[config.mk]
export PLATFORM = sky130hd
export DESIGN_NAME = inst_fetch
export DESIGN_NICKNAME = d
export VERILOG_FILES = /design/src/rtl/fetch_pkg.sv /design/src/rtl/inst_fetch_queue.sv /design/src/rtl/inst_fetch.sv
export SDC_FILE = /design/constraint.sdc
export NUM_CORES = 1
export LEC_CHECK = 0
export ABC_AREA = 1
export BUFFER_PORTS_ARGS = -buffer_cell sky130_fd_sc_hd__buf_2
export CAP_MARGIN = 10
export CORE_ASPECT_RATIO = 0.6
export CORE_MARGIN = 4
export CORE_UTILIZATION = 53
export CTS_CLUSTER_DIAMETER = 150
export DETAILED_ROUTE_END_ITERATION = 8
export PLACE_DENSITY_LB_ADDON = 0.1
export SYNTH_ARGS = -nofsm -noshare
export SYNTH_HDL_FRONTEND = slang
export SYNTH_SLANG_ARGS = --single-unit
[constraint.sdc]
create_clock -name clk -period 2.45 [get_ports clk]
set_input_delay 0.49 -clock clk [delete_from_list [all_inputs] [get_ports clk]]
set_output_delay 0.49 -clock clk [all_outputs]
set_load 0.01 [all_outputs]
[src/rtl/fetch_pkg.sv]
// Shared definitions for the instruction fetch stage.
//   fetch_state_t : fetch FSM states (BOOT, RUN, WAIT)
//   fetch_entry_t : one queue entry, {pc, inst}
//   NOP_INST, DEFAULT_RESET_PC, INST_W : common constants
package fetch_pkg;

    localparam int          INST_W           = 32;
    localparam logic [31:0] NOP_INST         = 32'h0000_0013;
    localparam logic [31:0] DEFAULT_RESET_PC = 32'h0000_0000;

    typedef enum logic [1:0] {
        BOOT,
        RUN,
        WAIT
    } fetch_state_t;

    typedef struct packed {
        logic [31:0]       pc;
        logic [INST_W-1:0] inst;
    } fetch_entry_t;

endpackage

[src/rtl/inst_fetch_queue.sv]
// Two-entry ordered FIFO holding fetched {pc, inst} pairs.
//   clk, rst_n : clock, async active-low reset
//   push       : write push_data at the tail
//   pop        : drop the head (ignored when empty)
//   flush      : synchronous clear, wins over push and pop
//   push_data  : entry to write
//   count      : number of valid entries (0..2)
//   head       : oldest entry (stale when count == 0)
module inst_fetch_queue
    import fetch_pkg::*;
(
    input  logic         clk,
    input  logic         rst_n,
    input  logic         push,
    input  logic         pop,
    input  logic         flush,
    input  fetch_entry_t push_data,
    output logic [1:0]   count,
    output fetch_entry_t head
);

    fetch_entry_t head_q;
    fetch_entry_t tail_q;
    logic         pop_ok;

    assign pop_ok = pop && (count != 2'd0);
    assign head   = head_q;

    always_ff @(posedge clk or negedge rst_n) begin
        if (!rst_n) begin
            count  <= '0;
            head_q <= '0;
            tail_q <= '0;
        end else if (flush) begin
            count <= '0;
        end else begin
            case ({push, pop_ok})
                2'b11: begin
                    // Count unchanged: the new entry lands wherever the
                    // remaining one ends up behind it.
                    if (count == 2'd1) begin
                        head_q <= push_data;
                    end else begin
                        head_q <= tail_q;
                        tail_q <= push_data;
                    end
                end
                2'b10: begin
                    if (count == 2'd0) begin
                        head_q <= push_data;
                        count  <= 2'd1;
                    end else if (count == 2'd1) begin
                        tail_q <= push_data;
                        count  <= 2'd2;
                    end
                end
                2'b01: begin
                    head_q <= tail_q;
                    count  <= count - 2'd1;
                end
                default: ;
            endcase
        end
    end

endmodule

[src/rtl/inst_fetch.sv]
// Instruction fetch stage: keeps the PC, issues word reads on the
// instruction-memory port and buffers fetched words for the decoder.
//   clk, rst_n               : clock, async active-low reset
//   mem_addr_I/mem_ren_I     : fetch word address and request
//   mem_stall_I/mem_rdata_I  : memory busy, returned instruction word
//   redirect/redirect_pc     : flush pulse and new target PC
//   inst_valid/inst_ready    : decoder handshake
//   inst/inst_pc             : queue head instruction and its PC (0 when empty)
module inst_fetch
    import fetch_pkg::*;
#(
    parameter logic [31:0] RESET_PC = DEFAULT_RESET_PC,
    parameter int          QDEPTH   = 2
) (
    input  logic              clk,
    input  logic              rst_n,
    output logic [31:2]       mem_addr_I,
    output logic              mem_ren_I,
    input  logic              mem_stall_I,
    input  logic [INST_W-1:0] mem_rdata_I,
    input  logic              redirect,
    input  logic [31:0]       redirect_pc,
    output logic              inst_valid,
    input  logic              inst_ready,
    output logic [INST_W-1:0] inst,
    output logic [31:0]       inst_pc
);

    localparam logic [1:0] QCNT_FULL = 2'(QDEPTH);

    fetch_state_t state;
    logic [31:0]  pc;
    logic [31:2]  req_addr;
    logic         kill;

    logic [31:0]  target;
    logic         accept;
    logic         push;
    logic         pop;
    logic [1:0]   q_count;
    fetch_entry_t q_head;
    fetch_entry_t q_push_data;

    // Low two bits of the target are dropped by masking.
    assign target = redirect_pc & 32'hFFFF_FFFC;

    always_comb begin
        case (state)
            BOOT:    mem_ren_I = 1'b0;
            RUN:     mem_ren_I = (q_count < QCNT_FULL) && !redirect;
            default: mem_ren_I = 1'b1;
        endcase
    end

    // While stalled the request address is frozen even if pc was redirected.
    assign mem_addr_I = (state == WAIT) ? req_addr : pc[31:2];

    assign accept = mem_ren_I && !mem_stall_I;
    // A WAIT accept is dropped if the request was killed earlier or in this cycle.
    assign push   = accept && ((state == RUN) || ((state == WAIT) && !kill && !redirect));
    assign pop    = inst_valid && inst_ready;

    assign q_push_data.pc   = pc;
    assign q_push_data.inst = mem_rdata_I;

    inst_fetch_queue u_queue (
        .clk       (clk),
        .rst_n     (rst_n),
        .push      (push),
        .pop       (pop),
        .flush     (redirect),
        .push_data (q_push_data),
        .count     (q_count),
        .head      (q_head)
    );

    assign inst_valid = (q_count != 2'd0);
    assign inst       = inst_valid ? q_head.inst : '0;
    assign inst_pc    = inst_valid ? q_head.pc   : '0;

    always_ff @(posedge clk or negedge rst_n) begin
        if (!rst_n) begin
            state    <= BOOT;
            pc       <= RESET_PC;
            req_addr <= RESET_PC[31:2];
            kill     <= 1'b0;
        end else begin
            case (state)
                BOOT: begin
                    state <= RUN;
                    if (redirect) pc <= target;
                end
                RUN: begin
                    if (redirect) begin
                        pc <= target;
                    end else if (accept) begin
                        pc <= pc + 32'd4;
                    end else if (mem_ren_I) begin
                        state    <= WAIT;
                        req_addr <= pc[31:2];
                    end
                end
                WAIT: begin
                    if (redirect) begin
                        pc <= target;
                    end else if (accept && !kill) begin
                        pc <= pc + 32'd4;
                    end
                    if (accept) begin
                        state <= RUN;
                        kill  <= 1'b0;
                    end else if (redirect) begin
                        kill <= 1'b1;
                    end
                end
                default: state <= BOOT;
            endcase
        end
    end

endmodule

== Yosys cells after proc, flatten, opt, wreduce, memory -nomap -nowiden ==
Cells that the tools add are included.

* Input port bits: 69
* Register bits after elaboration: 195
* Word-level logic and storage cells: 85

* $add $sub $neg: 2
* Reductions and logical operators: 27
* Equal/unequal tests: 17
* $lt $le $gt $ge: 1
* Multiplexer cells: 27
* Bitwise logic cells: 2

{| class="wikitable"
|+ Operator list
! kind !! number
|-
| 64-bit 2-to-1 mux || 4
|-
| 32-bit 2-to-1 mux || 7
|-
| 64-bit one-hot mux with 3 select lines || 1
|-
| 64-bit one-hot mux with 2 select lines || 1
|-
| 32-bit one-hot mux with 3 select lines || 1
|-
| 32-bit by 3-bit adder with 32-bit output, second input constant || 1
|-
| 30-bit 2-to-1 mux || 1
|-
| 4-bit AND reduction || 4
|-
| 2-bit 2-to-1 mux || 7
|-
| 2-bit != test, second input constant || 7
|-
| 3-bit nonzero test || 3
|-
| 1-bit logical AND || 8
|-
| 2-bit by 1-bit equality test with 1-bit output, second input constant || 3
|-
| 2-bit equality test, second input constant || 3
|-
| 2-bit one-hot mux with 3 select lines || 1
|-
| 2-bit nonzero test || 3
|-
| 2-bit logical NOT || 2
|-
| 4-bit by 2-bit != test with 1-bit output, second input constant || 1
|-
| 2-bit one-hot mux with 2 select lines || 1
|-
| 2-bit AND reduction || 2
|-
| 1-bit logical NOT || 3
|-
| 3-bit by 2-bit != test with 1-bit output, second input constant || 1
|-
| 3-bit != test, second input constant || 1
|-
| 3-bit AND reduction || 1
|-
| 7 further kinds || 9
|}

== Longest topological paths before layout ==
* Word-level depth: 8
* Mapped depth: 17

== Modules after synthesis ==
From an unflattened synthesis, not the netlist that was laid out.

* Cells, all modules: 2173
* Area, all modules: 13136.3 um^2

{| class="wikitable"
|+ By module, submodules not included
! module !! instances !! area an instance (um^2) !! cells each !! seq. area each (um^2)
|-
| inst_fetch_queue || 1 || 8573.2 || 1413 || 3253.1
|-
| inst_fetch || 1 || 4563.1 || 760 || 1576.5
|}

== Least setup slack after synthesis ==
No wires, ideal clock.

* Path kind: register -> register
* Start: register u_queue.count[1]
* End: register u_queue.head_q, in the netlist u_queue.head[50]
* Setup slack: 0.035 ns
* Required time: 2.333 ns
* Library setup time: 0.117 ns
* Buffers on the path: 2
* Stages on the path, launching flop included: 15
* Arrival time: 2.298 ns
* Period minus slack after synthesis: 2.415 ns
* Cells stage by stage: dfrtp_1 > inv_1 > ha_1 > clkbuf_1 > nor2_1 > inv_1 > ha_1 > inv_2 > nand2_1 > clkbuf_1 > nor2_1 > a21oi_1 > o21ai_0 > nand4_1 > nand2_1

* Word-level cells in the longest chain between the ends: 8

{| class="wikitable"
|+ Ends and longest elaborated chain
! what !! RTL line !! RTL
|-
| from (decl) || inst_fetch_queue.sv:18 || <nowiki>output logic [1:0] count,</nowiki>
|-
| from (signal assigned) || inst_fetch_queue.sv:59 || <nowiki>count <= count - 2'd1;</nowiki>
|-
| 2-bit less-than comparator || inst_fetch.sv:50 || <nowiki>RUN: mem_ren_I = (q_count < QCNT_FULL) && !redirect;</nowiki>
|-
| 1-bit logical AND || inst_fetch.sv:50 ||
|-
| 1-bit one-hot mux with 2 select lines || inst_fetch.sv:48 || <nowiki>case (state)</nowiki>
|-
| 1-bit logical AND || inst_fetch.sv:58 || <nowiki>assign accept = mem_ren_I && !mem_stall_I;</nowiki>
|-
| 1-bit logical AND || inst_fetch.sv:60 || <nowiki>assign push = accept && ((state == RUN) || ((state == WAIT) && !kill && !redirect));</nowiki>
|-
| 2-bit equality test / 2-bit by 1-bit equality test with 1-bit output (equally long branches) || inst_fetch_queue.sv:37 || <nowiki>case ({push, pop_ok})</nowiki>
|-
| 2-bit by 1-bit != test with 1-bit output (no line) / 3-bit nonzero test (equally long branches) || - ||
|-
| 3-bit AND reduction (no line) || - ||
|-
| to (signal assigned) || inst_fetch_queue.sv:42 || <nowiki>head_q <= push_data;</nowiki>
|-
| to (signal assigned) || inst_fetch_queue.sv:44 || <nowiki>head_q <= tail_q;</nowiki>
|-
| to (signal assigned) || inst_fetch_queue.sv:50 || <nowiki>head_q <= push_data;</nowiki>
|-
| to (decl) || inst_fetch_queue.sv:22 || <nowiki>fetch_entry_t head_q;</nowiki>
|}

Several ways; a longest one is shown, not always the timed one.
A chain may end at the register's enable or synchronous reset.

== Final worst setup path ==
* Start: register state[0]
* End: register u_queue.tail_q[22] (netlist name)

* Word-level cells in the longest chain between the ends: 8

{| class="wikitable"
|+ Ends and longest elaborated chain
! what !! RTL line !! RTL
|-
| from (decl) || inst_fetch.sv:31 || <nowiki>fetch_state_t state;</nowiki>
|-
| from (signal assigned) || inst_fetch.sv:83 || <nowiki>state <= BOOT;</nowiki>
|-
| from (signal assigned) || inst_fetch.sv:90 || <nowiki>state <= RUN;</nowiki>
|-
| from (signal assigned) || inst_fetch.sv:99 || <nowiki>state <= WAIT;</nowiki>
|-
| branches (longest 4 deep; another with 2-bit by 1-bit equality test with 1-bit output) || - ||
|-
| 1-bit logical AND * || inst_fetch.sv:60 ||
|-
| 2-bit equality test || inst_fetch_queue.sv:37 ||
|-
| 2-bit != test (no line) / 2-bit nonzero test (equally long branches) || - ||
|-
| 4-bit AND reduction (no line) || - ||
|-
| to (signal assigned) || inst_fetch_queue.sv:45 || <nowiki>tail_q <= push_data;</nowiki>
|-
| to (signal assigned) || inst_fetch_queue.sv:53 || <nowiki>tail_q <= push_data;</nowiki>
|-
| to (decl) || inst_fetch_queue.sv:23 || <nowiki>fetch_entry_t tail_q;</nowiki>
|}

Mark *: on every way between the ends.

==> impl_metrics.csv <==
group,metric,value,unit
floorplanning,start_util,54.2,%
outcome,outcome,"complete, but fails checks",
outcome,violations,"setup timing",
synth,synth.area.top_cells,"dfrtp_1, nand2_1, o21ai_0",
synth,synthFlopType,"dfrtp_1",
timing,fin_skew,0.0112,ns
timing,setup_viol,46,
synth,yosys.area.top_type_share,42.2,%
global_route,grt_pass1_vias,10551,
drt,drt-vias-per-instance,5.61,
clock_network,cts.htree.levels,4,
global_route,antenna_found_initial,1,
drt,vias,11937,
synth,syn-cell-area,11500,µm²
setup_path,critical-path-top-delay-family,"compound AO/OA/AOI/OAI gates",
drt,routed_wl,37100,µm
timing,slew_viol_final,0,
floorplanning,num_rows,41,
global_route,globalRouteTotalUtil,28.7,%
synth,synth_nets,1747,
power,power_density,1470,nW/µm²
synth,synth_enable_flop_cells,0,
floorplanning,core_area,21100,µm²
finish,mostFrequentLayoutCells,"nand2_1, nor2_1, dfrtp_1, buf_2, inv_1",
timing,setup_slack,-0.0589,ns
timing,tightest_slew,0.541,ns
global_route,grt_pass1_wl,55500,µm
clock_network,cts_tree,"built",
floorplanning,dieHeight,122,µm
setup_path,worst-r2r-setup-slack,-0.06,ns
setup_path,path_buf_inv,4,
clock_network,holdBufCountCts,0,
timing,period_minus_slack,2.51,ns
setup_path,cp_slowest_stage_delay,0.41,ns
setup_path,r2r_end,"u_queue.tail_q[22]",
synth,ys.warnings.count,0,
finish,area_growth,27.0,%
timing,slew_headroom,63.8,%
clock_network,cts_root_buf,"clkbuf_16",
synth,synth.avg_cell_area,6.87,µm²
floorplanning,boundaryPins,165,
drt,wire_per_inst,17.4,µm
finish,layout_commonest_cell,"nand2_1",
finish,fillers,1795,
timing,hold_viol_final,0,
drt,antenna_left,0,
synth,synth_xor_area_share,0.229,%
timing,fin_crit_sh,102,%
setup_path,worstSetupPathType,"reg -> reg",
global_route,grt_max_degree,64,
place,place_hpwl,23500,µm
floorplanning,dieArea,24100,µm²
clock_network,cts.clk_slew.worst_paths,0.07,ns
drt,drtPass1Iterations,7,
finish,fin_util,68.8,%
place,port_buffers,162,
setup_path,timing.rr.start,"state[0]",
setup_path,cp.required,2.78,ns
clock_network,cts.sinks,193,
synth,async_flop_share,100,%
finish,layout-drive-gt1-share,22.0,%
floorplanning,die_x,198,µm
drt,drc,0,
place,gp_congestion,0.946,
timing,rsz0062_at_grt,"true",
setup_path,cp.arrival,2.84,ns
synth,synth_seq_cells,193,
synth,muxShareOfSynthArea,0.0874,%
setup_path,r2r_cells,12,
synth,synth.largest_area_cell,"dfrtp_1",
finish,diodes,0,
setup_path,worstSetupEndpointType,"flip-flop",
synth,synthSimpleGateAreaFrac,31.0,%
place,dp.cells,2066,
synth,yosysSeqAreaShare,42.2,%
timing,fmax,399,MHz
global_route,overflow,0,
power,leakagePower,7.04,nW
setup_path,cp-start-kind,"flip-flop",
place,pre_cts_slack,-0.143,ns
power,peakVddDrop,0.806,mV
timing,holdWs,0.0110,ns
synth,yosysUniqueCellTypes,30,
setup_path,crit_path_max_fanout,8,
synth,synth_top_family_by_area,"simple AND/OR/NAND/NOR gates",
clock_network,cts_buffers,17,
synth,synth_compound_area_share,15.4,%
drt,drt-initial-drc-count,1177,
synth,synth_fa_ha_area_share,1.20,%
finish,stdcell_count,2128,
setup_path,cp_cell_sequence,"inv_2, ha_2, nand2_1, o21ai_0, nand2_2, inv_2, ha_4, o211ai_1, a21oi_4, buf_12, clkbuf_16, o21ai_0",
finish,fin_nets,1916,
setup_path,crit_slowest_cell,"dfrtp_1",
synth,synthCells,1667,
clock_network,clk_path_buf_depth,2,
worst_hold_path,hold_path_class,"in -> async",
job,cap_violations,0,
clock_network,insertion_delay,0.46,ns
-- cells in the mapped netlist, types with 2 or more instances --
| library cell | instances |
|---|---|
| nand4_1 | 67 |
| or2_1 | 2 |
| xor2_1 | 2 |
| o21a_1 | 26 |
| buf_1 | 20 |
| buf_2 | 35 |
| clkbuf_1 | 38 |
| ha_1 | 11 |
| o21ai_0 | 187 |
| o211ai_1 | 29 |
| buf_6 | 7 |
| nor2_2 | 3 |
| nand2_1 | 495 |
| dfrtp_1 | 193 |
| inv_2 | 5 |
| nand2_2 | 3 |
| buf_4 | 6 |
| nor2_1 | 221 |
| inv_1 | 160 |
| a21oi_1 | 52 |
| nand3_1 | 71 |
| o21ai_1 | 26 |
-- through the flow --
stage | total power, mW | setup TNS (ns) | cell area [µm²]
after global placement | 16.2 | -2.49 | 12800
after CTS | 19.9 | 0 | 13600
final | 21.4 | -1.19 | 14500
after global routing | 23.0 | -9.60 | 14500
after floorplan | 12.8 | 0 | 11500
after detailed placement | 16.5 | -8.01 | 12800
-- registers in the layout, summed over array words and instances, names as in the netlist --
| name | cells |
|---|---|
| req_addr | 30 |
| u_queue.count | 2 |
| pc | 30 |
| kill | 1 |
| u_queue.tail_q | 64 |
| u_queue.head | 64 |
| state | 2 |
-- layout make-up --
class | instances | area [µm²] | area share [%]
clock buffer | 20 | 457 | 3.14
clock inverter | 12 | 201 | 1.39
inverter | 165 | 624 | 4.29
multi-input combinational | 1203 | 5950 | 40.9
sequential | 193 | 4830 | 33.2
tap | 279 | 349 | 2.40
timing repair buffer | 256 | 2130 | 14.6
-- layer usage --
layer | vias to the layer above | track usage, % | wire (µm) | part of all wire (%)
met5 | - | 0 | 13 | 0.035
met4 | 2 | 6.02 | 304 | 0.82
met3 | 32 | 5.50 | 3540 | 9.5
met2 | 533 | 40.3 | 15700 | 42
met1 | 5674 | 46.0 | 17600 | 47
li1 | 5696 | - | - | -
-- worst max path at each step --
stage                          start            endpoint  slack [ns]  cells after the start
global placement            state[1]    u_queue.head[34]       -0.08                     17
CTS                         state[0]    u_queue.head[55]       0.003                     17
global route                state[0]  u_queue.tail_q[16]       -0.15                     15
finish                      state[0]  u_queue.tail_q[22]       -0.06                     12
floorplan           u_queue.count[1]    u_queue.head[50]        0.04                     14
detailed placement          state[1]    u_queue.head[44]       -0.14                     17
-- timing repair --
item / in CTS / in global routing
buffers inserted: 2 / 10
setup endpoints to repair: 186 / 170
cloned: 1 / 17
resized for setup: 14 / 179
pin swaps: 0 / 34
-- power breakdown --
| group | switching [mW] | internal (mW) |
|---|---|---|
| clock network | 1.33 | 1.87 |
| registers | 1.30 | 4.76 |
| logic | 7.49 | 4.60 |
| total | 10.1 | 11.2 |
-- logic make-up (layout without fill, tap and decap cells) --
family	count (synthesis)	count (layout)
mux	1	1
fa+ha+maj	11	11
simple gates	866	866
xor+xnor	3	3
flops	193	193
buf+inv	271	453
compound gates	322	322
(Power assumes the default switching activity.)
